--- src/rtl/present_arb_pkg.sv ---
// Shared types and sizes for the PRESENT core arbiter.
package present_arb_pkg;

  localparam int unsigned PT_W               = 64;
  localparam int unsigned KEY_W              = 80;
  localparam int unsigned TIMEOUT_CYCLES_DEF = 40;

  typedef enum logic [1:0] {
    ST_IDLE = 2'd0,
    ST_LOAD = 2'd1,
    ST_RUN  = 2'd2,
    ST_DONE = 2'd3
  } arb_state_e;

  // One-hot two-way grant to requester index; bit 1 set means requester 1.
  function automatic logic grant_to_id(input logic [1:0] grant);
    return grant[1];
  endfunction

endpackage

--- src/rtl/present_rr_arb2.sv ---
// Two-way round-robin grant: on a tie the requester that was not served last wins.
module present_rr_arb2 (
  input  logic       valid0_i,
  input  logic       valid1_i,
  input  logic       last_i,
  output logic [1:0] grant_o
);

  always_comb begin
    grant_o = 2'b00;
    if (valid0_i && valid1_i) begin
      grant_o = last_i ? 2'b01 : 2'b10;
    end else if (valid0_i) begin
      grant_o = 2'b01;
    end else if (valid1_i) begin
      grant_o = 2'b10;
    end
  end

endmodule

--- src/rtl/present_arbiter.sv ---
// Arbiter sharing one PRESENT encrypt core between two requesters, one job in flight.
// Define PRESENT_ARB_TIMEOUT_EN to bound RUN and answer with rsp_error after TIMEOUT_CYCLES.
module present_arbiter
  import present_arb_pkg::*;
#(
  parameter int unsigned TIMEOUT_CYCLES = TIMEOUT_CYCLES_DEF
) (
  input  logic             clk,
  input  logic             reset,

  input  logic             req0_valid,
  output logic             req0_ready,
  input  logic [PT_W-1:0]  req0_plaintext,
  input  logic [KEY_W-1:0] req0_key,

  input  logic             req1_valid,
  output logic             req1_ready,
  input  logic [PT_W-1:0]  req1_plaintext,
  input  logic [KEY_W-1:0] req1_key,

  output logic             rsp_valid,
  input  logic             rsp_ready,
  output logic             rsp_id,
  output logic [PT_W-1:0]  rsp_ciphertext,
  output logic             rsp_error,

  output logic [PT_W-1:0]  core_plaintext,
  output logic [KEY_W-1:0] core_key,
  output logic             core_reset,
  input  logic             core_ready,
  input  logic [PT_W-1:0]  core_ciphertext
);

  // A one-cycle budget would expire in the cycle whose core_ready is stale.
  if (TIMEOUT_CYCLES < 2) begin : g_bad_timeout
    $error("present_arbiter: TIMEOUT_CYCLES must be at least 2");
  end

  arb_state_e       state_q;
  logic             last_q;
  logic [PT_W-1:0]  pt_q;
  logic [KEY_W-1:0] key_q;
  logic             id_q;
  logic             run_first_q;
  logic             rsp_valid_q;
  logic             rsp_id_q;
  logic [PT_W-1:0]  rsp_ct_q;

  logic [1:0]       grant;
  logic             idle;
  logic             accept_d;
  logic             accept_id_d;

  present_rr_arb2 u_rr (
    .valid0_i (req0_valid),
    .valid1_i (req1_valid),
    .last_i   (last_q),
    .grant_o  (grant)
  );

  assign idle        = (state_q == ST_IDLE) && !reset;
  assign req0_ready  = idle && grant[0];
  assign req1_ready  = idle && grant[1];
  assign accept_d    = (req0_valid && req0_ready) || (req1_valid && req1_ready);
  assign accept_id_d = grant_to_id(grant);

  assign core_plaintext = pt_q;
  assign core_key       = key_q;
  assign core_reset     = reset || (state_q == ST_LOAD);

  assign rsp_valid      = rsp_valid_q;
  assign rsp_id         = rsp_id_q;
  assign rsp_ciphertext = rsp_ct_q;

`ifdef PRESENT_ARB_TIMEOUT_EN
  localparam int unsigned CNT_W = $clog2(TIMEOUT_CYCLES);

  logic [CNT_W-1:0] run_cnt_q;
  logic             rsp_err_q;

  assign rsp_error = rsp_err_q;
`else
  assign rsp_error = 1'b0;
`endif

  always_ff @(posedge clk or posedge reset) begin
    if (reset) begin
      state_q     <= ST_IDLE;
      last_q      <= 1'b1;
      pt_q        <= '0;
      key_q       <= '0;
      id_q        <= 1'b0;
      run_first_q <= 1'b0;
      rsp_valid_q <= 1'b0;
      rsp_id_q    <= 1'b0;
      rsp_ct_q    <= '0;
`ifdef PRESENT_ARB_TIMEOUT_EN
      run_cnt_q   <= '0;
      rsp_err_q   <= 1'b0;
`endif
    end else begin
      unique case (state_q)
        ST_IDLE: begin
          if (accept_d) begin
            pt_q    <= accept_id_d ? req1_plaintext : req0_plaintext;
            key_q   <= accept_id_d ? req1_key : req0_key;
            id_q    <= accept_id_d;
            state_q <= ST_LOAD;
          end
        end

        ST_LOAD: begin
          run_first_q <= 1'b1;
`ifdef PRESENT_ARB_TIMEOUT_EN
          run_cnt_q   <= '0;
`endif
          state_q     <= ST_RUN;
        end

        ST_RUN: begin
          run_first_q <= 1'b0;
          // core_ready in the first RUN cycle still reflects the previous job.
          if (!run_first_q && core_ready) begin
            rsp_ct_q    <= core_ciphertext;
            rsp_id_q    <= id_q;
            rsp_valid_q <= 1'b1;
`ifdef PRESENT_ARB_TIMEOUT_EN
            rsp_err_q   <= 1'b0;
`endif
            state_q     <= ST_DONE;
          end
`ifdef PRESENT_ARB_TIMEOUT_EN
          else if (run_cnt_q == CNT_W'(TIMEOUT_CYCLES - 1)) begin
            rsp_ct_q    <= '0;
            rsp_id_q    <= id_q;
            rsp_valid_q <= 1'b1;
            rsp_err_q   <= 1'b1;
            state_q     <= ST_DONE;
          end else begin
            run_cnt_q <= run_cnt_q + CNT_W'(1);
          end
`endif
        end

        ST_DONE: begin
          if (rsp_ready) begin
            rsp_valid_q <= 1'b0;
            last_q      <= id_q;
            state_q     <= ST_IDLE;
          end
        end

        default: state_q <= ST_IDLE;
      endcase
    end
  end

endmodule
--- config.mk ---
export PLATFORM = sky130hd
export DESIGN_NAME = present_arbiter
export DESIGN_NICKNAME = d
export VERILOG_FILES = /design/src/rtl/present_arb_pkg.sv /design/src/rtl/present_rr_arb2.sv /design/src/rtl/present_arbiter.sv
export SDC_FILE = /design/constraint.sdc
export NUM_CORES = 1
export LEC_CHECK = 0
export ABC_AREA = 0
export CAP_MARGIN = 20
export CELL_PAD_IN_SITES_DETAIL_PLACEMENT = 1
export CELL_PAD_IN_SITES_GLOBAL_PLACEMENT = 2
export CORE_AREA = 2 2 225 227
export DETAILED_ROUTE_END_ITERATION = 12
export DIE_AREA = 0 0 227 229
export PLACE_DENSITY = 0.73
export SYNTH_ARGS = -nofsm -noshare
export SYNTH_HDL_FRONTEND = slang
export SYNTH_SLANG_ARGS = --single-unit
--- constraint.sdc ---
create_clock -name clk -period 8.77 [get_ports clk]
set_input_delay 1.754 -clock clk [delete_from_list [all_inputs] [get_ports clk]]
set_output_delay 1.754 -clock clk [all_outputs]
set_load 0.05 [all_outputs]
# --- Yosys cells after proc, flatten, opt, wreduce, memory -nomap -nowiden ---
# Index checks and enable logic that the tools add are counted.
word_totals:
  reg_bits: 215
  word_cells: 48
classes:
  n_reduce_logical: 19
  n_eq_ne: 6
  mux: 14
op_table:
  columns: ["operator", "n"]
  rows:
  - ["$mux 80", 1]
  - ["$mux 64", 1]
  - ["$mux 2", 7]
  - ["$pmux 2 s4", 1]
  - ["$logic_and 1x1->1", 7]
  - ["$ne 2x2->1 const B", 3]
  - ["$reduce_and 2->1", 3]
  - ["$reduce_and 3->1", 2]
  - ["$eq 2x2->1 const B", 2]
  - ["$pmux 1 s2", 2]
  - ["$reduce_bool 2->1", 2]
  - ["$eq 2x1->1 const B", 1]
  - ["$logic_not 1->1", 2]
  - ["$logic_not 2->1", 1]
  - ["$logic_or 1x1->1", 2]
  - ["$mux 1", 2]

# --- Longest topological paths before layout ---
depth:
  depth_word: 8
  ltp_mapped: 9

# --- Modules after synthesis ---
# A second synthesis with hierarchy kept.
unflattened:
  hier_cells: 803
  hier_area_um2: 9547.9
by_module_without_submodules:
  columns: ["mod", "seq_area_each_um2", "n_inst", "cells_per_inst", "area_per_inst_um2"]
  rows:
  - ["present_arbiter", 5381.4, 1, 800, 9529.1]
  - ["present_rr_arb2", 0.0, 1, 3, 18.8]

# --- Least setup slack after synthesis ---
# OpenSTA, ideal clock, no wires.
synth_path:
  kind: "input to output"
  start: "in req0_valid"
  end: "out req1_ready"
  setup_slack_ns: 3.858
  path_stages: 4
  t_required_ns: 7.016
  n_path_buf: 1
  arrival_time_ns: 3.158
  path_cell_list: "nand2_1 -> nand2_2 -> buf_6 -> nor3_1"
synth_via:
  elab_chain_len: 3
synth_rtl:
  columns: ["item", "line", "text"]
  rows:
  - ["start, declared", "present_arbiter.sv:11", "input logic req0_valid,"]
  - ["$mux 2 or $logic_and 1x1->1 (tied branches)", "present_rr_arb2.sv:13, present_rr_arb2.sv:11", null]
  - ["$mux 2 *", "present_rr_arb2.sv:11", "if (valid0_i && valid1_i) begin"]
  - ["$logic_and 1x1->1 *", "present_arbiter.sv:63", "assign req1_ready = idle && grant[1];"]
  - ["end, declared", "present_arbiter.sv:17", "output logic req1_ready,"]
# Every way passes the cells marked *; elsewhere a longest branch is shown, timed or not.

# --- Worst setup path after layout ---
layout_path:
  start: "in req1_valid"
  end: "out req1_ready"
layout_via:
  elab_chain_len: 4
layout_rtl:
  columns: ["item", "line", "text"]
  rows:
  - ["start, declared", "present_arbiter.sv:16", "input logic req1_valid,"]
  - ["$mux 2", "present_rr_arb2.sv:15", "end else if (valid1_i) begin"]
  - ["$mux 2", "present_rr_arb2.sv:13", "end else if (valid0_i) begin"]
  - ["$mux 2 *", "present_rr_arb2.sv:11", null]
  - ["$logic_and 1x1->1 *", "present_arbiter.sv:63", null]
# Marked as above.

==> run summary <==
DP HPWL: 29300 um
number of synthesis warnings: 0
most frequent CP cell: clkdlybuf4s50_1
total gr overflow: 0
Antenna Nets Post-Route: 0
drt initial violations: 318
average vias per placed instance: 4.12
Netlist cell types: 28
xor/xnor share of the synthesized area: 0%
final number of setup-violating endpoints: 0
final core occ: 33.0%
Post-CTS Resized: 0
synth cell count leaders: nand2_1, dfrtp_1, a31oi_1, nor2_1, mux2_2
combinational family with the most area after synthesis: simple AND/OR/NAND/NOR gates
CTS buffer count: 27
vias in the first global route: 9768
post-synth net total: 1327
Crit-path slowest cell: clkdlybuf4s50_1
post-CTS setup buffer count: 0
crit-path cells: clkdlybuf4s50_1 -> nand2_4 -> nor3_1 -> clkdlybuf4s50_1
min-delay worst type: reg -> reg
gpl congestion: 0.777
CP startpoint kind: input pin
most frequent cell after synthesis: nand2_1
max incr delay on CP: 0.90 ns
VDD IR max: 0.156 mV
mux share of post-synthesis cell area: 8.04%
DRC: 0
initial antenna violation count: 2
largest area contributor in the netlist: dfrtp_1
# H-tree levels: 1
worst endpoint required time: 7.02 ns
final worst path period share: 64.3%
Syn-to-layout area delta: 77.6%
Final TNS setup: 0 ns
WP data arrival: 3.89 ns
first-pass GRT wire length: 59900 um
area share of the largest cell type after synthesis: 58.0%
TritonRoute pass-1 iters: 4
Post-Place Worst Slack: 3.06 ns
Hold Buf Count CTS: 0
register area share after synthesis: 58.3%
FP Rows: 82
CORE AREA: 49700 um^2
largest cells by area after synthesis: dfrtp_1, nand2_1, a31oi_1
Buf/Inv on CP: 2
share of post-route cells with drive strength above 1: 7.96%
clk_lat worst skew: 0.56 ns
FMAX: 0.177 GHz
synthesized flop and latch total: 215
Simple-Gate Fraction of Synth Area: 18.4%
CTS tree: done
Root Buffer: clkbuf_16
Post-Layout Inst Area: 16400 um^2
gr usage total: 14.9%
die height: 229 um
Placed Area: 15500 um^2
IO Port Bufs: 570
total number of vias: 9033
Top FF cell, synth: dfrtp_1
Post-Syn Area: 9230 um^2
crit path capture type: primary output
maximum number of pins on one net before global-route repair: 103
Slew Limit Fails: 0
Final #Nets: 1863
# IOs: 572
Compound-Gate Fraction of Synth Area: 10.4%
status: completed
RSZ-0062 raised after global routing: false
die area: 52000 um^2
Setup Skew: 0.0185 ns
Clock Sinks: 215
routed wire length per instance: 18.2 um
leak pwr: 0.00668 uW
Worst slew margin: 30.0%
cell family with most CP delay: buffers and inverters
Horiz. Die Dim: 227 um
syn_area_per_cell: 9.56 um^2
non-filler cells, final: 2195
Min Clock Period, post-route: 5.64 ns
DRT Wirelength: 40000 um
Setup CP Type: in -> out
top fanout value on the critical path: 40
Max-Cap Viols: 0
worst-margin pin slew: 1.05 ns
worst-case clock buffer depth: 3
placed cells: 2144
Clock Pin Slew Worst Setup and Hold Paths: 0.06 ns
Synth Instances: 965
Initial Util: 18.6%
Hold Violations, Final: 0
post-synthesis adder-cell area fraction: 0.542%
EDFF count, synth: 0
Pwr Density: 414 nW/um^2
Synth async-reset ratio: 100%
Final WS setup: 3.13 ns
## routing by layer
metal  global-route usage (%)  wire length [um]  vias to the layer above
met4                     4.62              1040                        0
met1                     16.9             15500                     4357
met5                        0                 0                        -
met3                     4.50              3460                       52
met2                     26.6             19900                      321
li1                         -                 -                     4303
## metrics by stage
stage	power, uW	hold WS, ns
after floorplan	4240	0.465
after global placement	5680	0.474
after detailed placement	5740	0.481
after CTS	6900	0.494
after global routing	7150	0.515
final	6780	0.490
## cell type report
type	instances	area [um^2]
diodes	2	5.00
clock buffers	44	820
clock inverters	5	53.8
fillers	5757	33300
inverters	7	33.8
multi-input cells	672	3480
flip-flops and latches	215	5380
well taps	672	841
repair buffers	578	5770
## power breakdown
group	internal [uW]	total (uW)	switching, uW	leakage, uW
combinational	1330	3900	2570	0.00378
sequential	1490	1760	268	0.00246
clock	662	1110	449	0.000431
total	3490	6780	3290	0.00668
## tightest hold or removal path: stages (launching register included)
cell and delay (ns):
dfrtp_1 0.34, nand2_1 0.05, o21ai_0 0.06
## cells in the final DEF (no fill, tap or decap), drive strengths merged
cell type,netlist,layout
dfstp,1,1
and2,1,1
or2,1,1
mux2i,1,1
nor3,2,2
o21bai,1,1
clkbuf,21,44
nand2b,1,1
mux2,65,65
bufinv,0,1
conb,1,1
a21oi,3,3
nand3,1,1
diode,0,2
a22o,1,1
nand2,295,295
o21ai,4,4
clkdlybuf4s50,0,570
clkinv,0,3
nor2,144,144
a31oi,144,144
inv,7,8
buf,50,8
ha,4,4
dfrtp,214,214
o21a,1,1
nor2b,2,2
## registers in the layout, summed over array words and instances (netlist names), 2 cells and up
| register | count |
|---|---|
| core_key | 80 |
| core_plaintext | 64 |
| rsp_ciphertext | 64 |
| state_q | 2 |
## cell families (layout without fill, tap and decap cells)
logic type | count (synthesis) | count (layout)
AO/OA/AOI/OAI | 154 | 154
adder cells (fa/ha/maj) | 4 | 4
buffers and inverters | 78 | 634
flip-flops | 215 | 215
multiplexers | 66 | 66
other | 1 | 3
AND/OR/NAND/NOR | 447 | 447
## worst paths after layout
check / from / to / slack, ns / cells after the start
hold / removal: rsp_id$_DFFE_PP0P_ / rsp_id$_DFFE_PP0P_ / 0.49 / 2
setup reg to reg: state_q[0]$_DFFE_PP0P_ / core_key[76]$_DFFE_PP0P_ / 5.80 / 7
max in group asynchronous: reset / core_key[25]$_DFFE_PP0P_ / 5.52 / 3
hold reg to reg: rsp_id$_DFFE_PP0P_ / rsp_id$_DFFE_PP0P_ / 0.49 / 2
min in group asynchronous: reset / rsp_ciphertext[6]$_DFFE_PP0P_ / 1.85 / 2
setup / recovery: req1_valid / req1_ready / 3.13 / 4
Power figures use the tool's default switching activity.
==> RTL edit 1, RTL diff (same flow settings) <==
Make the reset (`reset`) synchronous in one clocked block.
--- a/src/rtl/present_arbiter.sv
+++ b/src/rtl/present_arbiter.sv
@@ -84,5 +84,5 @@
 `endif
 
-  always_ff @(posedge clk or posedge reset) begin
+  always_ff @(posedge clk) begin
     if (reset) begin
       state_q     <= ST_IDLE;
Check against the original RTL: differs if reset is asserted again (counterexample within 4 cycles, from zero or initial values and one cycle with reset high); with reset held inactive, the same outputs for 4 cycles.
==> RTL edit 1 against the original RTL <==
  * Clock skew down 0.012 ns
  * Synthesized area up 2.7%
  * Fmax down 0.13%
  * Design area up 0.63%
  * Routed wire length down 1.6%
  * Via count about the same
  * Critical path type unchanged
  * Sequential cell count unchanged
  * Highest routed layer is now met5
  * First-iteration DRC count down 32%
  * Worst setup slack worse by 0.0075 ns
Power is not compared: it rests on default switching activity, and its combinational part moved more than twofold at a synthesized area within 25%.
==> RTL edit 1: results (changes against the original RTL) <==
{| class="wikitable"
! Metric !! Value
|-
| Result of the run || finished, final reports clean (unchanged)
|-
| Portion of netlist area occupied by mux cells || 0.153 (was 0.0804)
|-
| Top flip-flop cell by instance count after synthesis || sky130_fd_sc_hd__dfxtp_1 (was sky130_fd_sc_hd__dfrtp_1)
|-
| Mean area per synthesized cell || 9.79 um^2 (was 9.56 um^2)
|-
| Half-perimeter wire length of the detailed placement result || 29.2 mm (was 29.3 mm)
|-
| Fraction of the yosys area taken by sequential cells || 0.454 (was 0.583)
|-
| Routed Wire Length || 39.3 mm (was 40.0 mm)
|-
| Met2 Wirelength || 19.8 mm (was 19.9 mm)
|-
| Worst flop-to-flop path startpoint || last_q$_SDFFE_PP1P_ (was state_q[0]$_DFFE_PP0P_)
|-
| Number of nets at the end of the flow || 1852 (was 1863)
|-
| Placed instance count || 2132 (was 2144)
|-
| Library cells used by synthesis || 31 (was 28)
|-
| Start point of the worst min-delay path || rsp_ciphertext[34]$_SDFFE_PP0P_ (was rsp_id$_DFFE_PP0P_)
|-
| Share of layout cells above drive strength 1 || 0.0960 (was 0.0796)
|-
| Post-synthesis share of cell area spent on full adders, half adders and majority gates || 0.00528 (was 0.00542)
|-
| Maximum fanout encountered on the critical timing path || 11 (was 40)
|-
| Global-route track usage on met1 || 0.161 (was 0.169)
|-
| Fraction of met3 tracks used by global routing || 0.0391 (was 0.0450)
|-
| Hold Path End || rsp_ciphertext[34]$_SDFFE_PP0P_ (was rsp_id$_DFFE_PP0P_)
|-
| Largest stage delay, worst path || 0.80 ns (was 0.90 ns)
|-
| Vias post-DR || 9026 (was 9033)
|-
| Metal3 WL || 3.12 mm (was 3.46 mm)
|-
| Post-layout min period || 5.65 ns (was 5.64 ns)
|-
| Met1 Routed Length || 15.4 mm (was 15.5 mm)
|-
| Top cells by area in the synthesized netlist || sky130_fd_sc_hd__dfxtp_1, sky130_fd_sc_hd__mux2i_1, sky130_fd_sc_hd__a211oi_2 (was sky130_fd_sc_hd__dfrtp_1, sky130_fd_sc_hd__nand2_1, sky130_fd_sc_hd__a31oi_1)
|-
| Post-Syn Nets || 1330 (was 1327)
|-
| Number of buffers created by CTS || 28 (was 27)
|-
| Initial drt markers || 216 (was 318)
|-
| Maximum clock skew at final layout || 0.00644 ns (was 0.0185 ns)
|-
| Maximum number of pins on one net before global-route repair || 197 (was 103)
|-
| Final non-filler cell total || 2185 (was 2195)
|-
| Vias in the first global route || 9608 (was 9768)
|-
| Last weighted congestion value of the routability-driven placer || 0.748 (was 0.777)
|-
| Worst setup slack for register-to-register paths || 5.43 ns (was 5.80 ns)
|-
| Worst r2r path cells || 5 (was 7)
|-
| Gr usage total || 0.145 (was 0.149)
|-
| Initial antenna violation count || 3 (was 2)
|}
-- RTL edit 1: cell count changes in the layout (fill, tap and decap cells not counted), moves of 3 or more --
| cell | delta |
|---|---|
| sky130_fd_sc_hd__dfxtp_1 | +215 |
| sky130_fd_sc_hd__dfrtp_1 | -214 |
| sky130_fd_sc_hd__nand2_1 | -161 |
| sky130_fd_sc_hd__a31oi_1 | -144 |
| sky130_fd_sc_hd__mux2i_1 | +144 |
| sky130_fd_sc_hd__a211oi_2 | +85 |
| sky130_fd_sc_hd__mux2_2 | -65 |
| sky130_fd_sc_hd__a21oi_1 | +63 |
| sky130_fd_sc_hd__a211oi_1 | +60 |
| sky130_fd_sc_hd__nor2_1 | +3 |
-- RTL edit 1: cell type report --
type | count | area [um^2]
Fill cell | 5673 | 33200
Timing Repair Buffer | 579 | 5790
Multi-Input combinational cell | 662 | 4570
Sequential cell | 215 | 4300
Clock buffer | 43 | 848
Tap cell | 672 | 841
Clock inverter | 8 | 115
Inverter | 4 | 15.0
Antenna cell | 2 | 5.00
==> RTL edit 2, RTL diff (same flow settings) <==
Without the edit above. Set the package constant `KEY_W` to 72 (it was 80).
--- a/src/rtl/present_arb_pkg.sv
+++ b/src/rtl/present_arb_pkg.sv
@@ -3,5 +3,5 @@
 
   localparam int unsigned PT_W               = 64;
-  localparam int unsigned KEY_W              = 80;
+  localparam int unsigned KEY_W              = 72;
   localparam int unsigned TIMEOUT_CYCLES_DEF = 40;
 
Interface: changed (resized core_key, req0_key and req1_key); port bits go from 572 to 548. The function was not compared with the original's and may differ.
==> RTL edit 2 against the original RTL <==
  * Non-clock buffer count down 25
  * Sequential cell count down 8
  * Design area fell by 3.3%
  * Routed wire length is 5.2% lower
  * Synthesized area decreased by 2.1%
  * Sequential share of layout area down 0.13 points
  * Total power down 2.9%
  * Worst setup slack better by 0.18 ns
  * Largest cell class unchanged
  * Highest routed layer unchanged
==> RTL edit 2: results (changes against the original RTL) <==
{| class="wikitable"
! Metric !! Value
|-
| Fraction of met3 tracks used by global routing || 0.0448 (was 0.0450)
|-
| Library cells used by synthesis || 26 (was 28)
|-
| Post-Syn Nets || 1268 (was 1327)
|-
| Result of the run || finished, final reports clean (unchanged)
|-
| Worst-case vdd ir drop || 0.200 mV (was 0.156 mV)
|-
| Half-perimeter wire length of the detailed placement result || 27.7 mm (was 29.3 mm)
|-
| Cell leakage power || 6.45 nW (was 6.68 nW)
|-
| Top cells by area in the synthesized netlist || sky130_fd_sc_hd__dfrtp_1, sky130_fd_sc_hd__nand2_1, sky130_fd_sc_hd__a31oi_1 (unchanged)
|-
| Number of nets at the end of the flow || 1782 (was 1863)
|-
| Maximum fanout encountered on the critical timing path || 4 (was 40)
|-
| Port Buffer Count || 546 (was 570)
|-
| Worst Max-Slew Pin Slew || 1.03 ns (was 1.05 ns)
|-
| Critical path arrival || 3.71 ns (was 3.89 ns)
|-
| Last weighted congestion value of the routability-driven placer || 0.757 (was 0.777)
|-
| Maximum clock skew at final layout || 0.0193 ns (was 0.0185 ns)
|-
| Vias in the first global route || 9386 (was 9768)
|-
| Share of layout cells above drive strength 1 || 0.0860 (was 0.0796)
|-
| Fraction of the yosys area taken by sequential cells || 0.573 (was 0.583)
|-
| Maximum number of pins on one net before global-route repair || 151 (was 103)
|-
| Global-route track usage on met1 || 0.161 (was 0.169)
|-
| Vias post-DR || 8691 (was 9033)
|-
| Initial drt markers || 344 (was 318)
|-
| Capture instance of the worst register-to-register path || core_key[38]$_DFFE_PP0P_ (was core_key[76]$_DFFE_PP0P_)
|-
| Initial DRT Pass Iterations || 5 (was 4)
|-
| Global-route wire length before repair || 56.5 mm (was 59.9 mm)
|}
[RTL edit 2: cell count changes in the layout (fill, tap and decap cells not counted), moves of 2 or more]
cell	unedited run	this run
sky130_fd_sc_hd__clkdlybuf4s50_1	570	546
sky130_fd_sc_hd__nand2_1	294	278
sky130_fd_sc_hd__a31oi_1	144	136
sky130_fd_sc_hd__clkbuf_1	9	1
sky130_fd_sc_hd__dfrtp_1	214	206
sky130_fd_sc_hd__nor2_1	144	136
sky130_fd_sc_hd__clkinv_2	3	7
sky130_fd_sc_hd__buf_4	8	6
sky130_fd_sc_hd__bufinv_16	1	3
sky130_fd_sc_hd__clkbuf_8	8	6
[RTL edit 2: worst max path at each step]
stage	start	endpoint	slack (ns)	cells past startpoint
CTS	reset	req1_ready	3.28	3
floorplan	reset	core_key[0]$_DFFE_PP0P_	1.37	1
detailed placement	reset	req1_ready	3.30	3
global route	reset	req1_ready	3.23	3
finish	reset	req1_ready	3.31	3
global placement	reset	req1_ready	3.33	3
[RTL edit 2: cell families (layout without fill, tap and decap cells)]
group / count (synthesis) / after routing / synth area share
AOI/OAI and AO/OA: 146 / 146 / 0.101
adders and majority gates: 4 / 4 / 0.00554
buffers and inverters: 75 / 606 / 0.0593
DFF: 207 / 207 / 0.573
muxes: 66 / 66 / 0.0821
other: 1 / 3 / 0.000415
and+or+nand+nor: 423 / 423 / 0.178
[RTL edit 2: cell type report]
type,instances,area [um^2],area share
diodes,2,5.00,0.000316
clock buffers,34,762,0.0481
clock inverters,12,141,0.00893
inverters,7,33.8,0.00213
multi-input cells,640,3340,0.211
flip-flops and latches,207,5180,0.327
well taps,672,841,0.0531
repair buffers,553,5530,0.349
[RTL edit 2: per-layer routing]
layer	vias up	routed length (um)
li1	4110	-
met3	56	3670
met5	-	0
met2	364	18200
met1	4161	15000
met4	0	997
[RTL edit 2: report_power, final]
group / leakage, nW / internal (mW) / total (mW) / switching (mW)
combinational: 3.62 / 1.28 / 3.74 / 2.45
clock: 0.451 / 0.696 / 1.14 / 0.445
sequential: 2.38 / 1.44 / 1.70 / 0.263
[RTL edit 2: tightest hold or removal path, cell delays in order (launching register included)]
cell and delay (ns):
sky130_fd_sc_hd__dfrtp_1 0.34, sky130_fd_sc_hd__nand2_1 0.05, sky130_fd_sc_hd__o21ai_0 0.06
[RTL edit 2: metrics by stage]
stage                     total power, mW  worst slack (ns)  area, um^2  cells  hold WS (ns)
after floorplan                      4.11              1.37        9040    922         0.465
after global placement               5.44              3.33       14900   2079         0.465
after detailed placement             5.50              3.30       14900   2079         0.479
after CTS                            6.69              3.28       15800   2125         0.492
after global routing                 6.94              3.23       15800   2127         0.515
final                                6.58              3.31       15800   2127         0.487
